## src/rtl/sg_pkg.sv

```systemverilog
// ---------------------------------------------------------------------------
// sg_pkg
// Shared definitions for the scatter-gather read-request sequencer:
//   - sg_state_t     : sequencer FSM states
//   - SG_WORD_SHIFT  : shift converting a 32-bit word count to a byte count
//   - SG_REQ_LEN_W   : width of the request length field
//   - SG_ADDR_W      : width of an SG element / request byte address
//   - SG_LEN_W       : width of an SG element length and of transfer counters
//   - min_len()      : unsigned minimum of two length values
// ---------------------------------------------------------------------------
package sg_pkg;

    localparam int SG_WORD_SHIFT = 2;
    localparam int SG_REQ_LEN_W  = 10;
    localparam int SG_ADDR_W     = 64;
    localparam int SG_LEN_W      = 32;

    typedef enum logic [2:0] {
        ST_IDLE      = 3'd0,
        ST_WAIT_ELEM = 3'd1,
        ST_CALC      = 3'd2,
        ST_ISSUE     = 3'd3,
        ST_FIN       = 3'd4
    } sg_state_t;

    function automatic logic [SG_LEN_W-1:0] min_len(
        input logic [SG_LEN_W-1:0] a,
        input logic [SG_LEN_W-1:0] b
    );
        return (a < b) ? a : b;
    endfunction

endpackage

```

## src/rtl/sg_req_len_calc.sv

```systemverilog
// ---------------------------------------------------------------------------
// sg_req_len_calc
// Combinational length of the next read request: the minimum of the words
// left in the element, the words left in the transfer, the maximum read size
// and the words remaining before the next address boundary.
// Ports:
//   addr     in  64  current (word-aligned) byte address
//   elem_rem in  32  words left in the current element
//   xfer_rem in  32  words left in the transfer
//   req_len  out 10  request length in words
// ---------------------------------------------------------------------------
module sg_req_len_calc
    import sg_pkg::*;
#(
    parameter int C_MAX_READ_WORDS = 128,
    parameter int C_BOUNDARY_WORDS = 1024
) (
    input  logic [SG_ADDR_W-1:0]    addr,
    input  logic [SG_LEN_W-1:0]     elem_rem,
    input  logic [SG_LEN_W-1:0]     xfer_rem,
    output logic [SG_REQ_LEN_W-1:0] req_len
);

    localparam int BOUND_BITS = $clog2(C_BOUNDARY_WORDS);

    logic [SG_LEN_W-1:0] room_words;
    logic [SG_LEN_W-1:0] min_data;
    logic [SG_LEN_W-1:0] min_max;
    logic [SG_LEN_W-1:0] min_all;

    // Words left before the boundary: boundary size minus the word offset
    // of the address inside its boundary-sized window.
    generate
        if (BOUND_BITS == 0) begin : g_no_boundary
            logic unused_addr;
            assign room_words  = SG_LEN_W'(1);
            assign unused_addr = ^addr;
        end else begin : g_boundary
            logic [BOUND_BITS-1:0] word_offset;
            logic                  unused_addr;
            assign word_offset = addr[BOUND_BITS+SG_WORD_SHIFT-1:SG_WORD_SHIFT];
            assign room_words  = SG_LEN_W'(C_BOUNDARY_WORDS) - SG_LEN_W'(word_offset);
            assign unused_addr = ^{addr[SG_ADDR_W-1:BOUND_BITS+SG_WORD_SHIFT],
                                   addr[SG_WORD_SHIFT-1:0]};
        end
    endgenerate

    assign min_data = min_len(elem_rem, xfer_rem);
    assign min_max  = min_len(min_data, SG_LEN_W'(C_MAX_READ_WORDS));
    assign min_all  = min_len(min_max, room_words);

    // The result never exceeds C_MAX_READ_WORDS (<= 512), so it fits 10 bits.
    assign req_len = min_all[SG_REQ_LEN_W-1:0];

    logic unused_len_hi;
    assign unused_len_hi = ^min_all[SG_LEN_W-1:SG_REQ_LEN_W];

endmodule

```

## src/rtl/sg_read_req_sequencer.sv

```systemverilog
// ---------------------------------------------------------------------------
// sg_read_req_sequencer
// Pops scatter-gather elements from the SG list reader and splits them into
// bus read requests bounded by the maximum read size and the address
// boundary, until the programmed transfer length has been requested.
// Ports:
//   CLK, RST_N             clock, asynchronous active-low reset
//   START, XFER_LEN        begin a transfer of XFER_LEN words (idle only)
//   ABORT                  abandon the current transfer
//   BUSY, DONE             transfer in progress / one-cycle end pulse
//   WORDS_REQD             words acknowledged so far in this transfer
//   SG_VALID, SG_EMPTY     reader element valid / reader empty (unused)
//   SG_REN                 one-cycle pop of the current element
//   SG_ADDR, SG_LEN        element byte address and word length
//   REQ, REQ_ACK           read request handshake
//   REQ_ADDR, REQ_LEN      request byte address and word length
// ---------------------------------------------------------------------------
module sg_read_req_sequencer
    import sg_pkg::*;
#(
    parameter int C_MAX_READ_WORDS = 128,
    parameter int C_BOUNDARY_WORDS = 1024
) (
    input  logic                    CLK,
    input  logic                    RST_N,
    input  logic                    START,
    input  logic [SG_LEN_W-1:0]     XFER_LEN,
    input  logic                    ABORT,
    output logic                    BUSY,
    output logic                    DONE,
    output logic [SG_LEN_W-1:0]     WORDS_REQD,
    input  logic                    SG_VALID,
    input  logic                    SG_EMPTY,
    output logic                    SG_REN,
    input  logic [SG_ADDR_W-1:0]    SG_ADDR,
    input  logic [SG_LEN_W-1:0]     SG_LEN,
    output logic                    REQ,
    input  logic                    REQ_ACK,
    output logic [SG_ADDR_W-1:0]    REQ_ADDR,
    output logic [SG_REQ_LEN_W-1:0] REQ_LEN
);

    sg_state_t state_reg, state_next;

    logic [SG_ADDR_W-1:0]    addr_reg,     addr_next;
    logic [SG_LEN_W-1:0]     elem_rem_reg, elem_rem_next;
    logic [SG_LEN_W-1:0]     xfer_rem_reg, xfer_rem_next;
    logic [SG_LEN_W-1:0]     words_reg,    words_next;
    logic [1:0]              guard_reg,    guard_next;
    logic                    sg_ren_reg,   sg_ren_next;
    logic                    req_reg,      req_next;
    logic                    done_reg,     done_next;
    logic                    busy_reg,     busy_next;
    logic [SG_ADDR_W-1:0]    req_addr_reg, req_addr_next;
    logic [SG_REQ_LEN_W-1:0] req_len_reg,  req_len_next;

    logic [SG_REQ_LEN_W-1:0] calc_len;
    logic [SG_LEN_W-1:0]     ack_len;
    logic [SG_LEN_W-1:0]     xfer_after;
    logic [SG_LEN_W-1:0]     elem_after;
    logic                    pop_now;
    logic                    ack_now;

    sg_req_len_calc #(
        .C_MAX_READ_WORDS (C_MAX_READ_WORDS),
        .C_BOUNDARY_WORDS (C_BOUNDARY_WORDS)
    ) u_len_calc (
        .addr     (addr_reg),
        .elem_rem (elem_rem_reg),
        .xfer_rem (xfer_rem_reg),
        .req_len  (calc_len)
    );

    // The reader keeps VALID high for one cycle after REN, so a pop starts a
    // two-cycle guard during which SG_VALID is not looked at. ABORT wins
    // over a pop so no element is consumed on the way to FIN.
    assign pop_now = (state_reg == ST_WAIT_ELEM) && (guard_reg == 2'd0) &&
                     SG_VALID && !ABORT;
    assign ack_now = (state_reg == ST_ISSUE) && req_reg && REQ_ACK;

    assign ack_len    = SG_LEN_W'(req_len_reg);
    assign xfer_after = xfer_rem_reg - ack_len;
    assign elem_after = elem_rem_reg - ack_len;

    // ---------------- state register ----------------
    always_ff @(posedge CLK or negedge RST_N) begin
        if (!RST_N) begin
            state_reg <= ST_IDLE;
        end else begin
            state_reg <= state_next;
        end
    end

    // ---------------- next-state logic ----------------
    always_comb begin
        state_next = state_reg;
        case (state_reg)
            ST_IDLE: begin
                if (START) begin
                    state_next = (XFER_LEN == '0) ? ST_FIN : ST_WAIT_ELEM;
                end
            end
            ST_WAIT_ELEM: begin
                if (ABORT) begin
                    state_next = ST_FIN;
                end else if (pop_now && (SG_LEN != '0)) begin
                    state_next = ST_CALC;
                end
            end
            ST_CALC: begin
                state_next = ABORT ? ST_FIN : ST_ISSUE;
            end
            ST_ISSUE: begin
                if (ack_now) begin
                    if (xfer_after == '0) begin
                        state_next = ST_FIN;
                    end else if (elem_after == '0) begin
                        state_next = ST_WAIT_ELEM;
                    end else begin
                        state_next = ST_CALC;
                    end
                end
                if (ABORT) begin
                    state_next = ST_FIN;
                end
            end
            ST_FIN: begin
                state_next = ST_IDLE;
            end
            default: begin
                state_next = ST_IDLE;
            end
        endcase
    end

    // ---------------- output / datapath next values ----------------
    always_comb begin
        addr_next     = addr_reg;
        elem_rem_next = elem_rem_reg;
        xfer_rem_next = xfer_rem_reg;
        words_next    = words_reg;
        guard_next    = (guard_reg != 2'd0) ? guard_reg - 2'd1 : 2'd0;
        sg_ren_next   = 1'b0;
        req_next      = req_reg;
        req_addr_next = req_addr_reg;
        req_len_next  = req_len_reg;
        done_next     = (state_next == ST_FIN);
        busy_next     = (state_next != ST_IDLE);

        case (state_reg)
            ST_IDLE: begin
                if (START) begin
                    xfer_rem_next = XFER_LEN;
                    words_next    = '0;
                end
            end
            ST_WAIT_ELEM: begin
                if (pop_now) begin
                    sg_ren_next   = 1'b1;
                    guard_next    = 2'd2;
                    addr_next     = {SG_ADDR[SG_ADDR_W-1:SG_WORD_SHIFT], {SG_WORD_SHIFT{1'b0}}};
                    elem_rem_next = SG_LEN;
                end
            end
            ST_CALC: begin
                if (!ABORT) begin
                    req_next      = 1'b1;
                    req_addr_next = addr_reg;
                    req_len_next  = calc_len;
                end
            end
            ST_ISSUE: begin
                // An ack in the same cycle as ABORT is still accounted for.
                if (ack_now) begin
                    req_next      = 1'b0;
                    addr_next     = addr_reg + (SG_ADDR_W'(req_len_reg) << SG_WORD_SHIFT);
                    elem_rem_next = elem_after;
                    xfer_rem_next = xfer_after;
                    words_next    = words_reg + ack_len;
                end
                if (ABORT) begin
                    req_next = 1'b0;
                end
            end
            default: begin
            end
        endcase
    end

    // ---------------- registered outputs and datapath ----------------
    always_ff @(posedge CLK or negedge RST_N) begin
        if (!RST_N) begin
            addr_reg     <= '0;
            elem_rem_reg <= '0;
            xfer_rem_reg <= '0;
            words_reg    <= '0;
            guard_reg    <= 2'd0;
            sg_ren_reg   <= 1'b0;
            req_reg      <= 1'b0;
            req_addr_reg <= '0;
            req_len_reg  <= '0;
            done_reg     <= 1'b0;
            busy_reg     <= 1'b0;
        end else begin
            addr_reg     <= addr_next;
            elem_rem_reg <= elem_rem_next;
            xfer_rem_reg <= xfer_rem_next;
            words_reg    <= words_next;
            guard_reg    <= guard_next;
            sg_ren_reg   <= sg_ren_next;
            req_reg      <= req_next;
            req_addr_reg <= req_addr_next;
            req_len_reg  <= req_len_next;
            done_reg     <= done_next;
            busy_reg     <= busy_next;
        end
    end

    assign BUSY       = busy_reg;
    assign DONE       = done_reg;
    assign WORDS_REQD = words_reg;
    assign SG_REN     = sg_ren_reg;
    assign REQ        = req_reg;
    assign REQ_ADDR   = req_addr_reg;
    assign REQ_LEN    = req_len_reg;

    // SG_EMPTY is informational: the sequencer waits on SG_VALID alone.
    logic unused_in;
    assign unused_in = ^{SG_EMPTY, SG_ADDR[SG_WORD_SHIFT-1:0]};

endmodule

```

## config.mk

```make
export PLATFORM = sky130hd
export DESIGN_NAME = sg_read_req_sequencer
export DESIGN_NICKNAME = d
export VERILOG_FILES = /design/src/rtl/sg_pkg.sv /design/src/rtl/sg_req_len_calc.sv /design/src/rtl/sg_read_req_sequencer.sv
export SDC_FILE = /design/constraint.sdc
export NUM_CORES = 1
export LEC_CHECK = 0
export BUFFER_PORTS_ARGS = -buffer_cell sky130_fd_sc_hd__clkbuf_2
export CORE_ASPECT_RATIO = 0.8
export CORE_MARGIN = 10
export CORE_UTILIZATION = 58
export CTS_BUF_LIST = sky130_fd_sc_hd__clkbuf_4 sky130_fd_sc_hd__clkbuf_8
export DETAILED_ROUTE_END_ITERATION = 8
export GPL_TIMING_DRIVEN = 1
export PLACE_DENSITY_LB_ADDON = 0.05
export SLEW_MARGIN = 5
export SYNTH_ARGS = -nofsm -noshare
export SYNTH_HDL_FRONTEND = slang
export SYNTH_SLANG_ARGS = --single-unit
```

## constraint.sdc

```tcl
create_clock -name CLK -period 7.4 [get_ports CLK]
set_clock_uncertainty 0.1 [all_clocks]
set_input_delay 0.74 -clock CLK [delete_from_list [all_inputs] [get_ports CLK]]
set_output_delay 0.74 -clock CLK [all_outputs]
set_load 0.02 [all_outputs]
```

==> results by group, run 1 <==
Power and ir drop
  – Leakage: 0.00843 µW
  – VDD IR max: 0.235 mV
  – PwrDens: 428 mW/mm²

Synth
  – Yosys cell types: 81
  – Top post-synthesis cells by area: dfrtp_1, nand2_1, ha_1
  – Async S/R FF share, synth: 100%
  – Seq/Total Area, Yosys: 38.2%
  – Syn Area/Cell: 8.17 µm²
  – Synth Cell Area: 0.0156 mm²
  – Top-area cell type share of the netlist area: 38.2%
  – Synth Instances: 1913
  – Yosys warnings: 0
  – Number of synthesized flops with an enable pin: 0
  – Prevailing post-synth register cell: dfrtp_1
  – Flops & latches, synth: 239
  – Synth area leader: dfrtp_1

Worst setup path
  – Worst-path maximum fanout: 15
  – Startpoint types: register
  – CP max stage cell: or4_1
  – Reg2reg setup slack: 2.23 ns
  – Cell chain of the critical path: or4_1 -> nor3_2 -> and3_1 -> nand3b_1 -> nor2_1 -> a22o_1 -> ha_1 -> a21o_1 -> a21o_1 -> a21o_1 -> a21oi_1 -> o21ai_0 -> nor3b_1 -> a31o_2 -> nand2b_1 -> a22o_1
  – Crit end category: register
  – Worst Path Buf+Inv: 0
  – Critical R2R Capture: REQ_LEN[4]$_DFFE_PN0P_
  – Critical path's top delay family: simple AND/OR/NAND/NOR gates
  – Largest stage delay, worst path: 0.69 ns
  – Critical path class: reg -> reg
  – R2R depth: 16
  – WP data required: 7.78 ns
  – Critical path arrival: 5.55 ns
  – Reg-to-Reg Start: elem_rem_reg[10]$_DFFE_PN0P_
  – Most common cell on crit path: a21o_1

Clocking
  – Postcts setup bufs: 0
  – Clock root cell: clkbuf_8
  – Hold buffers post-CTS: 0
  – Clock transition at path regs: 0.06 ns
  – CTS tree: yes
  – Clk Latency, worst-skew pair: 0.59 ns
  – Clock sinks: 239
  – H-tree depth: 2
  – PostCTS Resize Cnt: 0
  – TritonCTS Buffers: 41
  – Clk buf depth: 3

Place
  – PortBufs: 239
  – Gp weighted congestion: 0.967
  – Detailed Place HPWL: 38100 µm
  – Post-placement cell count: 2439

Job
  – Max cap viols: 0

Drt
  – DR vias/cell: 6.22
  – Drt initial violations: 1569
  – Wire per inst: 20.7 µm
  – Vias: 15600
  – Post-route DRC: 0
  – Post-Route WL: 52100 µm
  – First-pass DRT Iterations: 6
  – Post-DRT Antenna Nets: 0

Timing
  – Hold Vio Cnt, Final: 0
  – Setup TNS: 0 ns
  – Period minus WS final: 5.17 ns
  – Unrepaired setup endpoints after global routing: no
  – WHS: 0.00360 ns
  – FMAX: 193 MHz
  – Fin crit share: 69.9%
  – Slew at the pin closest to its max-slew limit: 1.15 ns
  – Final Setup Violations: 0
  – Final Max Slew Viols: 0
  – Rel. slew slack: 23.4%

Finish
  – Fill count: 2272
  – Commonest cells after routing, fill and taps aside: nand2_1, dfrtp_1, clkbuf_2, nor2_1, a21oi_1
  – Share of layout cells above drive strength 1: 16.8%
  – Non-filler cells, final: 2514
  – P&R area growth vs syn: 15.3%
  – Most common cell after layout, fill and taps aside: nand2_1
  – # nets final: 2346

Outcome
  – Run status: finished clean

Floorplan
  – Core area: 0.0264 mm²
  – Die Ht: 167 µm
  – Initial core utilization: 59.2%
  – IO Pins: 245
  – Die area: 0.0340 mm²
  – Std-Cell Rows: 53
  – DIE WIDTH: 204 µm

GRT
  – Largest net degree at the start of global routing: 172
  – Gr usage total: 29.7%
  – Vias in the first global route: 15100
  – Global-route wire length before repair: 82400 µm
  – Initial antenna violation count: 2
  – GRT Residual Overflow: 0

Min path
  – Hold/Removal Path Class: in -> async
==> power by group <==
| group | internal, µW | switching [µW] |
|---|---|---|
| Combinational | 1450 | 2400 |
| Clock | 742 | 590 |
| Sequential | 1830 | 710 |
==> worst max-delay path by stage <==
stage	startpoint	to	slack (ns)	cells after the start
after global routing	elem_rem_reg[17]$_DFFE_PN0P_	REQ_LEN[4]$_DFFE_PN0P_	1.97	18
after CTS	elem_rem_reg[17]$_DFFE_PN0P_	REQ_LEN[4]$_DFFE_PN0P_	2.41	18
after detailed placement	elem_rem_reg[10]$_DFFE_PN0P_	REQ_LEN[2]$_DFFE_PN0P_	2.42	16
final	elem_rem_reg[10]$_DFFE_PN0P_	REQ_LEN[4]$_DFFE_PN0P_	2.23	16
after floorplan	xfer_rem_reg[1]$_DFFE_PN0P_	REQ_LEN[3]$_DFFE_PN0P_	3.08	19
after global placement	elem_rem_reg[17]$_DFFE_PN0P_	REQ_LEN[6]$_DFFE_PN0P_	2.53	18
==> layer usage <==
metal	global-route usage, %	vias to the layer above	wire length, µm
li1	-	7401	-
met1	41.6	7394	23000
met2	44.8	756	23000
met3	6.67	95	4770
met4	9.26	0	1340
met5	0	-	0
==> metrics by stage <==
step | power (µW) | cell area, µm² | setup WS [ns] | utilization [%]
final | 7720 | 18000 | 2.23 | 68.3
after global routing | 8300 | 18000 | 1.97 | 68.3
after CTS | 7650 | 18000 | 2.41 | 68.3
after detailed placement | 6300 | 17100 | 2.42 | 64.9
after global placement | 6190 | 17100 | 2.53 | 64.9
after floorplan | 5070 | 15700 | 3.08 | -
==> logic make-up (layout without fill, tap and decap cells) <==
| kind of cell | Yosys count | after routing | share of synthesized area [%] |
|---|---|---|---|
| AOI/OAI and AO/OA | 562 | 562 | 23.5 |
| xor gates and xnor gates | 50 | 50 | 2.80 |
| adders and majority gates | 86 | 86 | 7.07 |
| buffers and inverters | 172 | 410 | 4.19 |
| DFF | 239 | 239 | 38.2 |
| muxes | 5 | 5 | 0.336 |
| other | 1 | 7 | 0.0240 |
| and+or+nand+nor | 798 | 798 | 23.8 |
==> cell usage after synthesis, types with 10 or more instances <==
library cell and number:
a211oi_1 18, a21o_1 25, a21oi_1 149, a22o_1 17
a22oi_1 15, a31oi_1 30, and2_1 13, and3_1 25
clkbuf_1 82, dfrtp_1 239, ha_1 82, inv_1 82
nand2_1 327, nand2b_1 11, nand3_1 67, nand4_1 25
nor2_1 163, nor2b_1 16, nor3_1 50, nor4_1 34
o211ai_1 13, o21a_1 17, o21ai_0 123, o22a_1 23
o22ai_1 17, o311ai_0 10, o31ai_1 11, or3_1 22
or4_1 11, xnor2_1 28, xor2_1 22
==> layout make-up <==
class / instances / area, µm² / area share, %
Antenna cell: 2 / 5.00 / 0.0278
Clock buffer: 63 / 817 / 4.53
Clock inverter: 10 / 88.8 / 0.493
Inverter: 82 / 308 / 1.71
Multi-Input combinational cell: 1506 / 9040 / 50.2
Sequential cell: 239 / 5980 / 33.2
Tap cell: 357 / 447 / 2.48
Timing Repair Buffer: 255 / 1340 / 7.43
==> worst reg2reg max path, cell delays in order, from the launching register on <==
cell and delay (ns):
dfrtp_1 0.58, or4_1 0.69, nor3_2 0.51, and3_1 0.27, nand3b_1 0.16, nor2_1 0.44, a22o_1 0.26, ha_1 0.26
a21o_1 0.16, a21o_1 0.17, a21o_1 0.17, a21oi_1 0.14, o21ai_0 0.15, nor3b_1 0.36, a31o_2 0.38, nand2b_1 0.10
a22o_1 0.18
No activity file was read; power rests on OpenSTA's default activity.
==> run 2, diff against run 1 <==
- ABC_AREA: not set -> 1
- CORE_UTILIZATION: 58 -> 54
- clock period: 7.4 -> 4.2 ns (I/O delays scaled with it)
==> results by group, run 2 <==
Outcome
  – Run status: finished clean

Worst setup path
  – Critical path's top delay family: simple AND/OR/NAND/NOR gates
  – WP data required: 4.59 ns (-3.19 ns)
  – Critical path class: reg -> reg
  – WP depth: 19 (+3)
  – Largest stage delay, worst path: 0.47 ns (-0.22 ns)
  – Cell chain of the critical path: ha_1 -> inv_1 -> fa_1 -> nand3b_1 -> nand2_1 -> a21oi_1 -> o21ai_4 -> inv_2 -> nor2_4 -> inv_2 -> nor2_8 -> inv_2 -> nor2_1 -> nand4_1 -> nor2_1 -> nand2_1 -> nand3_1 -> o211ai_1 -> o21ai_1
  – Critical path arrival: 4.25 ns (-1.30 ns)
  – R2R depth: 19 (+3)
  – Worst Path Buf+Inv: 4 (+4)
  – Most common cell on crit path: inv_2
  – CP max stage cell: dfrtp_1
  – Startpoint types: register
  – Worst-path maximum fanout: 6 (-9)
  – Crit end category: register

Min path
  – Hold Path Cell Cnt: 3
  – Hold/Removal Path Class: in -> reg

Drt
  – Wire per inst: 18.4 µm (-11%)
  – First-pass DRT Iterations: 6 (unchanged)
  – Post-route DRC: 0 (unchanged)
  – DR vias/cell: 5.61 (-9.9%)
  – Post-Route WL: 55800 µm (+7.1%)
  – Drt initial violations: 1663 (+6.0%)
  – Vias: 17000 (+8.7%)
  – Post-DRT Antenna Nets: 0 (unchanged)

Timing
  – Rel. slew slack: 32.2% (+8.8 points)
  – Slew at the pin closest to its max-slew limit: 1.02 ns (-0.130 ns)
  – Final Setup Violations: 0 (unchanged)
  – FMAX: 259 MHz (+34%)
  – Hold Vio Cnt, Final: 0 (unchanged)
  – Unrepaired setup endpoints after global routing: no
  – Final Max Slew Viols: 0 (unchanged)
  – Setup TNS: 0 ns (unchanged)
  – Period minus WS final: 3.86 ns (-1.31 ns)
  – Fin crit share: 92.0% (+22 points)

Power and ir drop
  – Cell internal pwr: 7280 µW (+81%)
  – Switching share of power: 49.9% (+1.9 points)
  – VDD IR max: 0.432 mV (+84%)
  – Switch Pwr: 7230 µW (+95%)
  – Clk network pwr share: 17.3% (about the same)
  – Seq pwr share: 28.1% (-4.8 points)
  – Leakage: 0.00959 µW (+14%)
  – Logic pwr share: 54.5% (+4.6 points)
  – PwrDens: 748 mW/mm² (+75%)

Finish
  – # nets final: 2808 (+20%)
  – Commonest cells after routing, fill and taps aside: nand2_1, inv_1, nor2_1, dfrtp_1, clkbuf_2
  – Share of layout cells above drive strength 1: 14.6% (-2.2 points)
  – P&R area growth vs syn: 16.9%
  – Most common cell after layout, fill and taps aside: nand2_1
  – Non-filler cells, final: 3031 (+21%)

Floorplan
  – DIE WIDTH: 216 µm (+6.1%)
  – Die area: 0.0382 mm² (+12%)
  – Die Ht: 177 µm (+6.0%)
  – Initial core utilization: 54.7% (-4.5 points)
  – IO Pins: 245 (unchanged)
  – Std-Cell Rows: 57 (+7.5%)
  – Core area: 0.0303 mm² (+15%)

Place
  – Gp weighted congestion: 0.941 (-2.7%)
  – PortBufs: 239 (unchanged)
  – Post-placement cell count: 2941 (+21%)
  – Detailed Place HPWL: 42600 µm (+12%)

Synth
  – Flops & latches, synth: 239 (unchanged)
  – Async S/R FF share, synth: 100% (unchanged)
  – Number of synthesized flops with an enable pin: 0 (unchanged)
  – Seq/Total Area, Yosys: 36.0% (-2.2 points)
  – Most instantiated library cell after synthesis: nand2_1
  – Yosys warnings: 0 (unchanged)
  – Syn Area/Cell: 7.11 µm² (-13%)
  – Top-area cell type share of the netlist area: 36.0% (-2.2 points)
  – Prevailing post-synth register cell: dfrtp_1
  – Yosys cell types: 54 (-33%)
  – Top post-synthesis cells by area: dfrtp_1, nand2_1, inv_1
  – Synth Cell Area: 0.0166 mm² (+6.1%)
  – Synth cell count leaders: nand2_1, inv_1, nor2_1
  – Synth Instances: 2333 (+22%)
  – Synth area leader: dfrtp_1

Clocking
  – Clock transition at path regs: 0.07 ns (about the same)
  – Clk Latency, worst-skew pair: 0.58 ns (about the same)
  – TritonCTS Buffers: 43 (+4.9%)
  – H-tree depth: 2 (unchanged)
  – Postcts setup bufs: 0 (unchanged)
  – Clock sinks: 239 (unchanged)
  – CTS tree: yes
  – Clock root cell: clkbuf_8
  – Clk buf depth: 3 (unchanged)

Job
  – Max cap viols: 0 (unchanged)

GRT
  – Global-route wire length before repair: 87900 µm (+6.6%)
  – GRT Residual Overflow: 0 (unchanged)
  – Initial antenna violation count: 1 (-1)
  – Largest net degree at the start of global routing: 117 (-32%)
  – Vias in the first global route: 16100 (+6.0%)
  – Gr usage total: 28.4% (-1.3 points)
## run 2: worst paths after layout
path / startpoint / endpoint / slack, ns
max in group asynchronous: RST_N / addr_reg[8]$_DFFE_PN0P_ / 2.70
setup reg to reg: REQ_LEN[0]$_DFFE_PN0P_ / addr_reg[44]$_DFFE_PN0P_ / 0.34
min in group asynchronous: RST_N / REQ_ADDR[18]$_DFFE_PN0P_ / 0.40
hold reg to reg: guard_reg[0]$_DFF_PN0_ / guard_reg[0]$_DFF_PN0_ / 0.33
setup / recovery: REQ_LEN[0]$_DFFE_PN0P_ / addr_reg[44]$_DFFE_PN0P_ / 0.34
hold / removal: SG_LEN[10] / elem_rem_reg[10]$_DFFE_PN0P_ / 0.02
## run 2: cell type report
class	count	area, µm²
sequential	239	5980
timing repair buffer	278	1560
tap	413	517
inverter	342	1290
multi-input combinational	1683	9080
clock buffer	67	885
fill	2826	10900
antenna	1	2.50
clock inverter	8	92.6
## run 2: through the flow
stage                     utilization, %  hold slack (ns)  worst slack (ns)  power (µW)  instance area (µm²)
final                               64.0           0.0204             0.338       14500                19400
after global routing                64.0           0.0167           0.00636       15700                19400
after CTS                           64.0          0.00127             0.352       14400                19400
after detailed placement            60.3            0.325             0.389       11800                18300
after global placement              60.3            0.312             0.467       11700                18300
after floorplan                        -           0.0244              1.10        9430                16600
## run 2: repair_timing
item | 4_1_cts | 5_1_grt
endpoints found under the hold margin | 126 | 0
setup endpoints to repair | 0 | 10
hold buffers | 14 | 0
resized for setup | 0 | 2
## run 2: cell families (layout without fill, tap and decap cells)
| kind of cell | Yosys count | count (layout) | synth area share, % |
|---|---|---|---|
| compound gates | 467 | 467 | 16.1 |
| xor+xnor | 83 | 83 | 4.38 |
| fa+ha+maj | 86 | 86 | 6.67 |
| buf+inv | 415 | 695 | 9.45 |
| flops | 239 | 239 | 36.0 |
| other cells | 1 | 6 | 0.0226 |
| simple gates | 1042 | 1042 | 27.3 |
## run 2: per-layer routing
layer	vias to the layer above	share of wire (%)	wire [µm]	track usage (%)
li1	8309	-	-	-
met1	7942	47	26400	41.9
met2	674	42	23600	42.0
met3	77	8.7	4840	5.88
met4	0	1.9	1040	6.54
met5	-	0	0	0
## run 2: power groups by stage
stage	sequential, µW	combinational (µW)	clock (µW)
2_1_floorplan	4270	5170	0
3_3_place_gp	4060	7590	0
3_5_place_dp	4090	7730	0
4_1_cts	4060	7790	2540
5_1_grt	4200	8880	2650
6_report	4080	7910	2520
## run 2: worst min-delay path: stages
cell and delay [ns]:
clkbuf_2 0.09, o211ai_1 0.08, o21ai_0 0.07
